$ cat config.mk
export PLATFORM = sky130hd
export DESIGN_NAME = dda_seq_ctrl
export DESIGN_NICKNAME = d
export VERILOG_FILES = /design/src/rtl/dda_seq_ctrl.sv
export SDC_FILE = /design/constraint.sdc
export NUM_CORES = 1
export LEC_CHECK = 0
export BUFFER_PORTS_ARGS = -buffer_cell sky130_fd_sc_hd__buf_2
export CORE_ASPECT_RATIO = 0.6
export CORE_MARGIN = 2
export CORE_UTILIZATION = 55
export CTS_BUF_LIST = sky130_fd_sc_hd__clkbuf_2
export DETAILED_ROUTE_END_ITERATION = 16
export GPL_TIMING_DRIVEN = 1
export PLACE_DENSITY = 0.75
export REMOVE_ABC_BUFFERS = 1
export SETUP_SLACK_MARGIN = 0.4
export SYNTH_ARGS = -nofsm -noshare
export SYNTH_HDL_FRONTEND = slang
export SYNTH_SLANG_ARGS = --single-unit
$ cat constraint.sdc
create_clock -name clk -period 22.3 [get_ports clk]
set_input_delay 4.46 -clock clk [delete_from_list [all_inputs] [get_ports clk]]
set_output_delay 4.46 -clock clk [all_outputs]
set_load 0.01 [all_outputs]
$ cat src/rtl/dda_seq_ctrl.sv
// ---------------------------------------------------------------------------
// dda_seq_ctrl
//
// Run sequencer for the posit Van der Pol DDA core. A run loads the initial
// conditions into the integrators, steps the core for a programmed number of
// Euler steps, and decimates the x/y trajectory into a small
// first-word-fall-through sample FIFO. When the FIFO is full, the core is
// frozen so that no sample is ever dropped.
//
// Optional feature macro: DDA_SEQ_NAR_CHECK_EN
//   When this macro is defined, a step whose x_in or y_in is NaR does not
//   execute. The run then sets err, drains and completes normally. When the
//   macro is undefined, err is tied low and NaR is treated as an ordinary
//   value.
//
// Ports:
//   clk, rst            clock, asynchronous active-high reset
//   start, abort        begin a run (IDLE only) / kill the run immediately
//   n_steps, decim      steps to run and decimation factor (0 acts as 1);
//                       both are latched on an accepted start
//   x_in, y_in          current DDA state
//   dda_rst_n, dda_ce   DDA load strobe (low = load ICs) and step enable
//   busy, done, err     run status; done is a one-cycle pulse
//   smp_valid/ready     sample FIFO handshake
//   smp_x, smp_y        sampled state
//   smp_idx             step number of the sample
// ---------------------------------------------------------------------------
module dda_seq_ctrl #(
    parameter int N          = 16,
    parameter int STEP_W     = 16,
    parameter int DECIM_W    = 8,
    parameter int FIFO_DEPTH = 4
) (
    input  logic               clk,
    input  logic               rst,
    input  logic               start,
    input  logic               abort,
    input  logic [STEP_W-1:0]  n_steps,
    input  logic [DECIM_W-1:0] decim,
    input  logic [N-1:0]       x_in,
    input  logic [N-1:0]       y_in,
    output logic               dda_rst_n,
    output logic               dda_ce,
    output logic               busy,
    output logic               done,
    output logic               err,
    output logic               smp_valid,
    input  logic               smp_ready,
    output logic [N-1:0]       smp_x,
    output logic [N-1:0]       smp_y,
    output logic [STEP_W-1:0]  smp_idx
);

    localparam int AW = $clog2(FIFO_DEPTH);
    localparam int DW = 2 * N + STEP_W;

    typedef enum logic [1:0] {
        IDLE  = 2'd0,
        LOAD  = 2'd1,
        RUN   = 2'd2,
        DRAIN = 2'd3
    } state_t;

    state_t             state;
    logic [STEP_W-1:0]  n_lat;
    logic [STEP_W-1:0]  step_cnt;
    logic [DECIM_W-1:0] decim_lat;
    logic [DECIM_W-1:0] dec_cnt;
    logic               done_q;

    logic [DW-1:0]      mem [FIFO_DEPTH];
    logic [AW-1:0]      wr_ptr;
    logic [AW-1:0]      rd_ptr;
    logic [AW:0]        count;

    logic               fifo_full;
    logic               fifo_empty;
    logic               nar;
    logic               step_go;
    logic               push;
    logic               pop;
    logic               last_step;

`ifdef DDA_SEQ_NAR_CHECK_EN
    localparam logic [N-1:0] NAR = {1'b1, {(N-1){1'b0}}};
    logic err_q;

    assign nar = (x_in == NAR) || (y_in == NAR);
    assign err = err_q;
`else
    assign nar = 1'b0;
    assign err = 1'b0;
`endif

    // FIFO status comes only from the registered occupancy. Because of this,
    // the stall decision never sees smp_ready combinationally.
    assign fifo_full  = (count == (AW+1)'(FIFO_DEPTH));
    assign fifo_empty = (count == '0);

    // A step executes in RUN when there is room for a possible sample and
    // the state is not NaR. A full FIFO freezes the whole step.
    assign step_go   = (state == RUN) && !fifo_full && !nar && !abort;
    assign push      = step_go && (dec_cnt == '0);
    assign pop       = !fifo_empty && smp_ready;
    assign last_step = (step_cnt == n_lat - STEP_W'(1));

    // During LOAD, the ICs are written. In RUN, the core advances whenever
    // the sequencer will accept the step. In DRAIN, the core state is held.
    assign dda_rst_n = (state == RUN) || (state == DRAIN);
    assign dda_ce    = (state == LOAD) ||
                       ((state == RUN) && !fifo_full && !nar);
    assign busy      = (state != IDLE);
    assign done      = done_q;
    assign smp_valid = !fifo_empty;
    assign {smp_x, smp_y, smp_idx} = mem[rd_ptr];

    // Run state machine together with its step and decimation counters.
    // abort takes priority over everything except rst. The done pulse is
    // registered, so it lines up with busy falling.
    always_ff @(posedge clk or posedge rst) begin
        if (rst) begin
            state     <= IDLE;
            n_lat     <= '0;
            decim_lat <= '0;
            step_cnt  <= '0;
            dec_cnt   <= '0;
            done_q    <= 1'b0;
`ifdef DDA_SEQ_NAR_CHECK_EN
            err_q     <= 1'b0;
`endif
        end else begin
            done_q <= 1'b0;
            if (abort) begin
                state <= IDLE;
            end else begin
                case (state)
                    IDLE: begin
                        if (start) begin
                            n_lat     <= n_steps;
                            decim_lat <= (decim == '0) ? DECIM_W'(1) : decim;
                            step_cnt  <= '0;
                            dec_cnt   <= '0;
`ifdef DDA_SEQ_NAR_CHECK_EN
                            err_q     <= 1'b0;
`endif
                            state     <= LOAD;
                        end
                    end
                    LOAD: begin
                        state <= (n_lat == '0) ? DRAIN : RUN;
                    end
                    RUN: begin
                        if (step_go) begin
                            step_cnt <= step_cnt + STEP_W'(1);
                            dec_cnt  <= (dec_cnt == decim_lat - DECIM_W'(1)) ?
                                        '0 : dec_cnt + DECIM_W'(1);
                            if (last_step) begin
                                state <= DRAIN;
                            end
                        end
`ifdef DDA_SEQ_NAR_CHECK_EN
                        else if (!fifo_full && nar) begin
                            err_q <= 1'b1;
                            state <= DRAIN;
                        end
`endif
                    end
                    DRAIN: begin
                        if (fifo_empty) begin
                            done_q <= 1'b1;
                            state  <= IDLE;
                        end
                    end
                    default: state <= IDLE;
                endcase
            end
        end
    end

    // Sample FIFO (first-word-fall-through). Each entry is {x, y, step index}.
    // The FIFO is flushed on abort. A push and a pop in the same cycle leave
    // the occupancy unchanged.
    always_ff @(posedge clk or posedge rst) begin
        if (rst) begin
            wr_ptr <= '0;
            rd_ptr <= '0;
            count  <= '0;
            for (int i = 0; i < FIFO_DEPTH; i++) begin
                mem[i] <= '0;
            end
        end else if (abort) begin
            wr_ptr <= '0;
            rd_ptr <= '0;
            count  <= '0;
        end else begin
            if (push) begin
                mem[wr_ptr] <= {x_in, y_in, step_cnt};
                wr_ptr      <= wr_ptr + AW'(1);
            end
            if (pop) begin
                rd_ptr <= rd_ptr + AW'(1);
            end
            case ({push, pop})
                2'b10:   count <= count + (AW+1)'(1);
                2'b01:   count <= count - (AW+1)'(1);
                default: count <= count;
            endcase
        end
    end

endmodule

==> results of run 1 <==
-- metrics by stage --
stage               utilization [%]  std cells
finish                         62.2       1313
detailed placement             59.9       1212
CTS                            62.2       1310
floorplan                         -        810
global route                   62.2       1312
global placement               59.9       1212
-- registers in the layout, summed over array words and instances (netlist names) --
| name | flops |
|---|---|
| count | 3 |
| step_cnt | 16 |
| state | 2 |
| mem | 192 |
| rd_ptr | 2 |
| wr_ptr | 2 |
| n_lat | 16 |
| decim_lat | 8 |
| dec_cnt | 8 |
| done | 1 |
-- worst paths after layout --
kind | cells past startpoint | slack, ns | end | from
hold / removal | 2 | 0.49 | mem[12] | mem[12]
hold reg to reg | 2 | 0.49 | mem[12] | mem[12]
max in group asynchronous | 3 | 17.05 | mem[114] | rst
setup reg to reg | 11 | 19.13 | count[2] | state[0]
min in group asynchronous | 2 | 3.75 | mem[30] | rst
setup / recovery | 3 | 14.88 | smp_idx[11] | rd_ptr[0]
-- cells in the final DEF (no fill, tap or decap), types with 4 or more instances in the layout --
master / count
nor3_1: 10
xnor2_1: 20
dfrtp_1: 248
mux4_2: 48
and4_1: 4
ha_1: 14
inv_1: 20
nor2_1: 34
nand3_1: 15
a21oi_1: 12
or3_1: 7
nand2_2: 5
clkinv_1: 9
or4_1: 4
mux2_2: 204
xor2_1: 24
buf_4: 10
nand2_1: 33
clkbuf_2: 89
o21ai_0: 21
nor4_1: 5
buf_2: 113
nand4_1: 13
-- cell type report --
class | instances | area, um^2
Clock inverter | 9 | 33.8
Fill cell | 1637 | 7990
Sequential cell | 250 | 6260
Tap cell | 279 | 349
Multi-Input combinational cell | 539 | 5320
Inverter | 21 | 86.3
Timing Repair Buffer | 123 | 641
Clock buffer | 89 | 445
Antenna cell | 3 | 7.51
-- logic make-up (layout without fill, tap and decap cells) --
| group | after synthesis | in the layout |
|---|---|---|
| other | 1 | 4 |
| muxes | 255 | 255 |
| adders and majority gates | 15 | 15 |
| buffers and inverters | 76 | 242 |
| and+or+nand+nor | 160 | 160 |
| AOI/OAI and AO/OA | 64 | 64 |
| xor gates and xnor gates | 44 | 44 |
| DFF | 250 | 250 |
-- worst max-delay path: cells and delay by family (launching register included) --
| family | cells | cell delay, ns |
|---|---|---|
| multiplexers | 1 | 0.65 |
| buffers and inverters | 2 | 0.86 |
| flip-flops | 1 | 0.58 |
-- power by group through the flow --
stage	clock network [W]	logic [W]	registers [W]
after global placement	0	0.000448	0.000633
after global routing	0.000318	0.000498	0.000643
after CTS	0.000292	0.000460	0.000627
after detailed placement	0	0.000458	0.000636
final	0.000280	0.000456	0.000628
after floorplan	0	0.000327	0.000627
-- routing by layer --
metal	wire length [um]	global-route usage (%)	share of wire (%)
met2	10600	30.3	43
met3	1330	5.53	5.5
met1	12200	34.4	50
met4	350	5.97	1.4
met5	0	0	0
==> impl_metrics.json, run 1 <==
{
  "finalPower_w": 0.00136,
  "netSwitchingPower_w": 0.000474,
  "whs_ns": 0.489,
  "die_w_um": 194,
  "cts_buffers": 55,
  "drt_pre_antenna_iters": 5,
  "drive_above_1_share_pct": 47.4,
  "p_comb_share_pct": 33.4,
  "clock_sinks": 250,
  "drt-total-wl_um": 24400,
  "synth_top_area_cell": "dfrtp_1",
  "p_leak_nw": 6.40,
  "post_cts_resized": 0,
  "cp_cell_sequence": "buf_4 > mux4_2 > buf_2",
  "setup_ws_ns": 14.88,
  "crit_fanout": 39,
  "ys_types": 69,
  "grt_max_degree": 102,
  "power.density_mw_per_mm2": 104,
  "ys_top_cells_by_count": "dfrtp_1 (250), mux2_2 (204), mux4_2 (48)",
  "cts_setup_buffers": 0,
  "yosysWarnings": 0,
  "p_int_w": 0.000890,
  "vias": 7466,
  "synth_area_mm2": 0.0119,
  "async_flop_share_pct": 100,
  "seqPwrFrac_pct": 46.0,
  "yosysTopAreaCellShare_pct": 52.5,
  "synth_compound_area_share_pct": 3.78,
  "io_pins": 115,
  "endpoint_kind": "primary output",
  "h-tree-depth": 2,
  "start_util_pct": 56.4,
  "setup_violations": 0,
  "cp.arrival_ns": 2.96,
  "slowest_delay_ns": 0.69,
  "grt_use_total_pct": 22.0,
  "postRouteAntennaNets": 0,
  "grt_antenna_before_repair": 2,
  "design_area_mm2": 0.0131,
  "core_area_mm2": 0.0211,
  "yosysMostFrequentCell": "dfrtp_1",
  "clk_pin_slew_ns": 0.11,
  "syn2layout_area_growth_pct": 10.3,
  "post_dp_cell_area_mm2": 0.0127,
  "die_h_um": 118,
  "grt_pass1_vias": 7499,
  "drc_errors": 0,
  "fin_skew_ns": 0.0392,
  "num-nets-final": 1066,
  "holdBufCountCts": 0,
  "period_share_pct": 33.3,
  "rsz0062_at_grt": "false",
  "ys.flop_type": "dfrtp_1",
  "place_congestion": 0.806,
  "rows": 41,
  "dp_slack_ns": 15.64,
  "clockRootBuffer": "clkbuf_2",
  "drtIter0Drc": 436,
  "synth_edf_count": 0,
  "synth-adder-area-share_pct": 1.64,
  "cts_tree": "built",
  "syn_inst": 865,
  "crit_path_start_kind": "flip-flop",
  "overflow": 0,
  "status": "completed",
  "relSlewSlack_pct": 34.3,
  "yosysSeqAreaShare_pct": 52.5,
  "synth.area.mux_share_pct": 28.6,
  "synth.area.top_cells": "dfrtp_1 (53%), mux2_2 (19%), mux4_2 (9.1%), xor2_1 (1.8%), ha_1 (1.5%)",
  "grt_pass1_wl_um": 40300,
  "vias_per_cell": 5.69,
  "critPathKind": "flip-flop to primary output",
  "switching_share_pct": 34.8,
  "clock.fmax_mhz": 135,
  "wl_per_cell_um": 18.6,
  "hpwl_um": 15500,
  "die-area_mm2": 0.0229,
  "clk_path_buf_depth": 3,
  "fin_crit_ns": 7.42,
  "synth.avg_cell_area_um2": 13.8,
  "hold_violations": 0,
  "peakVddDrop_mv": 0.0627,
  "slew_viol_final": 0,
  "setup_tns_ns": 0,
  "synthSimpleGateAreaFrac_pct": 7.28,
  "synthXorXnorAreaFrac_pct": 3.23,
  "ys_seq_elements": 250,
  "worstMarginPinSlew_ns": 0.986,
  "hold_class": "flip-flop to flip-flop",
  "cp.required_ns": 17.84,
  "max_cap_violations": 0,
  "synth_top_family_by_area": "multiplexers",
  "pwr-share-clk_pct": 20.6,
  "worst_path_max_delay_cell": "buf_4",
  "io_buffers": 113,
  "insertion_delay_ns": 0.83
}
No activity file was read; power rests on OpenSTA's default activity.
==> inputs of run 2 (changes only) <==
==> constraint.sdc (replaced) <==
create_clock -name clk -period 6.9 [get_ports clk]
set_input_delay 1.38 -clock clk [delete_from_list [all_inputs] [get_ports clk]]
set_output_delay 1.38 -clock clk [all_outputs]
set_load 0.01 [all_outputs]
==> impl_metrics.json, run 2 (synthesis results as in run 1) <==
{
  "fin_crit_ns": 4.31,
  "grt_pass1_vias": 7732,
  "holdBufCountCts": 0,
  "wl_per_cell_um": 18.7,
  "start_util_pct": 56.4,
  "die-area_mm2": 0.0229,
  "hold_depth": 2,
  "post_cts_resized": 0,
  "grt_max_degree": 139,
  "io_pins": 115,
  "hold_start": "mem[156]",
  "clk_path_buf_depth": 3,
  "die_h_um": 118,
  "clk_pin_slew_ns": 0.10,
  "io_buffers": 113,
  "core_area_mm2": 0.0211,
  "drc_errors": 0,
  "drtIter0Drc": 443,
  "fin_skew_ns": 0.0254,
  "hpwl_um": 15700,
  "clock.fmax_mhz": 232,
  "crit_fanout": 40,
  "syn2layout_area_growth_pct": 10.1,
  "insertion_delay_ns": 0.83,
  "largest-register": "mem",
  "postRouteAntennaNets": 0,
  "slew_viol_final": 0,
  "relSlewSlack_pct": 31.0,
  "worstMarginPinSlew_ns": 1.03,
  "num-nets-final": 1067,
  "max_cap_violations": 0,
  "h-tree-depth": 2,
  "crit_path_start_kind": "flip-flop",
  "peakVddDrop_mv": 0.236,
  "final_common_cell": "dfrtp_1",
  "hold-path-endpoint": "mem[156]",
  "vias_per_cell": 5.75,
  "p_leak_nw": 6.38,
  "grt_use_total_pct": 22.1,
  "critPathKind": "flip-flop to primary output",
  "clockRootBuffer": "clkbuf_2",
  "status": "completed",
  "hold_violations": 0,
  "final_cell_mix": "dfrtp_1 (248), mux2_2 (204), buf_2 (113)",
  "reg.largest.list": "mem x192, n_lat x16, step_cnt x16",
  "setup_violations": 0,
  "cts_setup_buffers": 0,
  "power.density_mw_per_mm2": 334,
  "largest_register_ffs": 192,
  "endpoint_kind": "primary output",
  "period_share_pct": 62.5,
  "r2r-end": "mem[70]",
  "r2r_slack_ns": 3.56,
  "overflow": 0,
  "cp.required_ns": 5.52,
  "cp.arrival_ns": 2.93,
  "cts_tree": "built",
  "r2r_start": "state[0]",
  "reg2reg_depth": 8,
  "rsz0062_at_grt": "false",
  "post-route-util_pct": 62.1,
  "die_w_um": 194,
  "drt-total-wl_um": 24400,
  "rows": 41,
  "clock_sinks": 250,
  "vias": 7505,
  "grt_pass1_wl_um": 40800,
  "cts_buffers": 57,
  "hold_class": "flip-flop to flip-flop",
  "setup_tns_ns": 0,
  "drive_above_1_share_pct": 46.9,
  "place_congestion": 0.820,
  "grt_antenna_before_repair": 1,
  "drt_pre_antenna_iters": 7
}
run 2: cell count changes in the layout (fill, tap and decap cells not counted):
cell and delta:
buf_4 -2, buf_12 +1, clkinv_1 +3, clkbuf_2 -7, diode_2 -2
run 2: critical path: stages, from the launching register on:
cell and delay (ns):
dfrtp_4 0.56, buf_4 0.70, mux4_2 0.65, buf_2 0.17
run 2: how the worst max path moves through the flow:
stage / from / end / slack (ns) / cells past startpoint
floorplan: rst / count[0] / -1.35 / 1
global placement: abort / mem[40] / 3.25 / 6
detailed placement: abort / mem[23] / 3.15 / 6
CTS: rd_ptr[0] / smp_idx[12] / 2.42 / 3
global route: rd_ptr[0] / smp_idx[12] / 2.32 / 3
finish: rd_ptr[0] / smp_idx[11] / 2.59 / 3
run 2: layer usage:
| metal | up-vias | GRT usage, % | part of all wire, % | routed length [um] |
|---|---|---|---|---|
| met5 | - | 0 | 0 | 0 |
| met1 | 3811 | 33.5 | 48 | 11800 |
| met3 | 40 | 5.10 | 6.7 | 1630 |
| met4 | 0 | 6.44 | 1.5 | 374 |
| li1 | 3437 | - | - | - |
| met2 | 217 | 31.8 | 44 | 10700 |
run 2: per-stage QoR:
step | instances | hold WS, ns | instance area [um^2] | total power [W] | setup slack (ns)
after floorplan | 810 | 0.445 | 11600 | 0.00308 | -1.35
after global placement | 1211 | 0.460 | 12700 | 0.00349 | 3.25
after detailed placement | 1211 | 0.470 | 12700 | 0.00355 | 3.15
after CTS | 1305 | 0.491 | 13100 | 0.00443 | 2.42
after global routing | 1306 | 0.516 | 13100 | 0.00468 | 2.32
final | 1306 | 0.489 | 13100 | 0.00438 | 2.59
run 2: power by group:
part           internal [W]  switching, W
combinational      0.000779      0.000698
clock              0.000311      0.000562
sequential          0.00176      0.000268
total               0.00285       0.00153
run 2: area by class of cell:
cell class,instances,area [um^2]
timing repair buffer,122,646
antenna,1,2.50
clock inverter,12,45.0
tap,279,349
sequential,250,6260
multi-input combinational,539,5320
clock buffer,82,410
inverter,21,86.3
fill,1682,8020
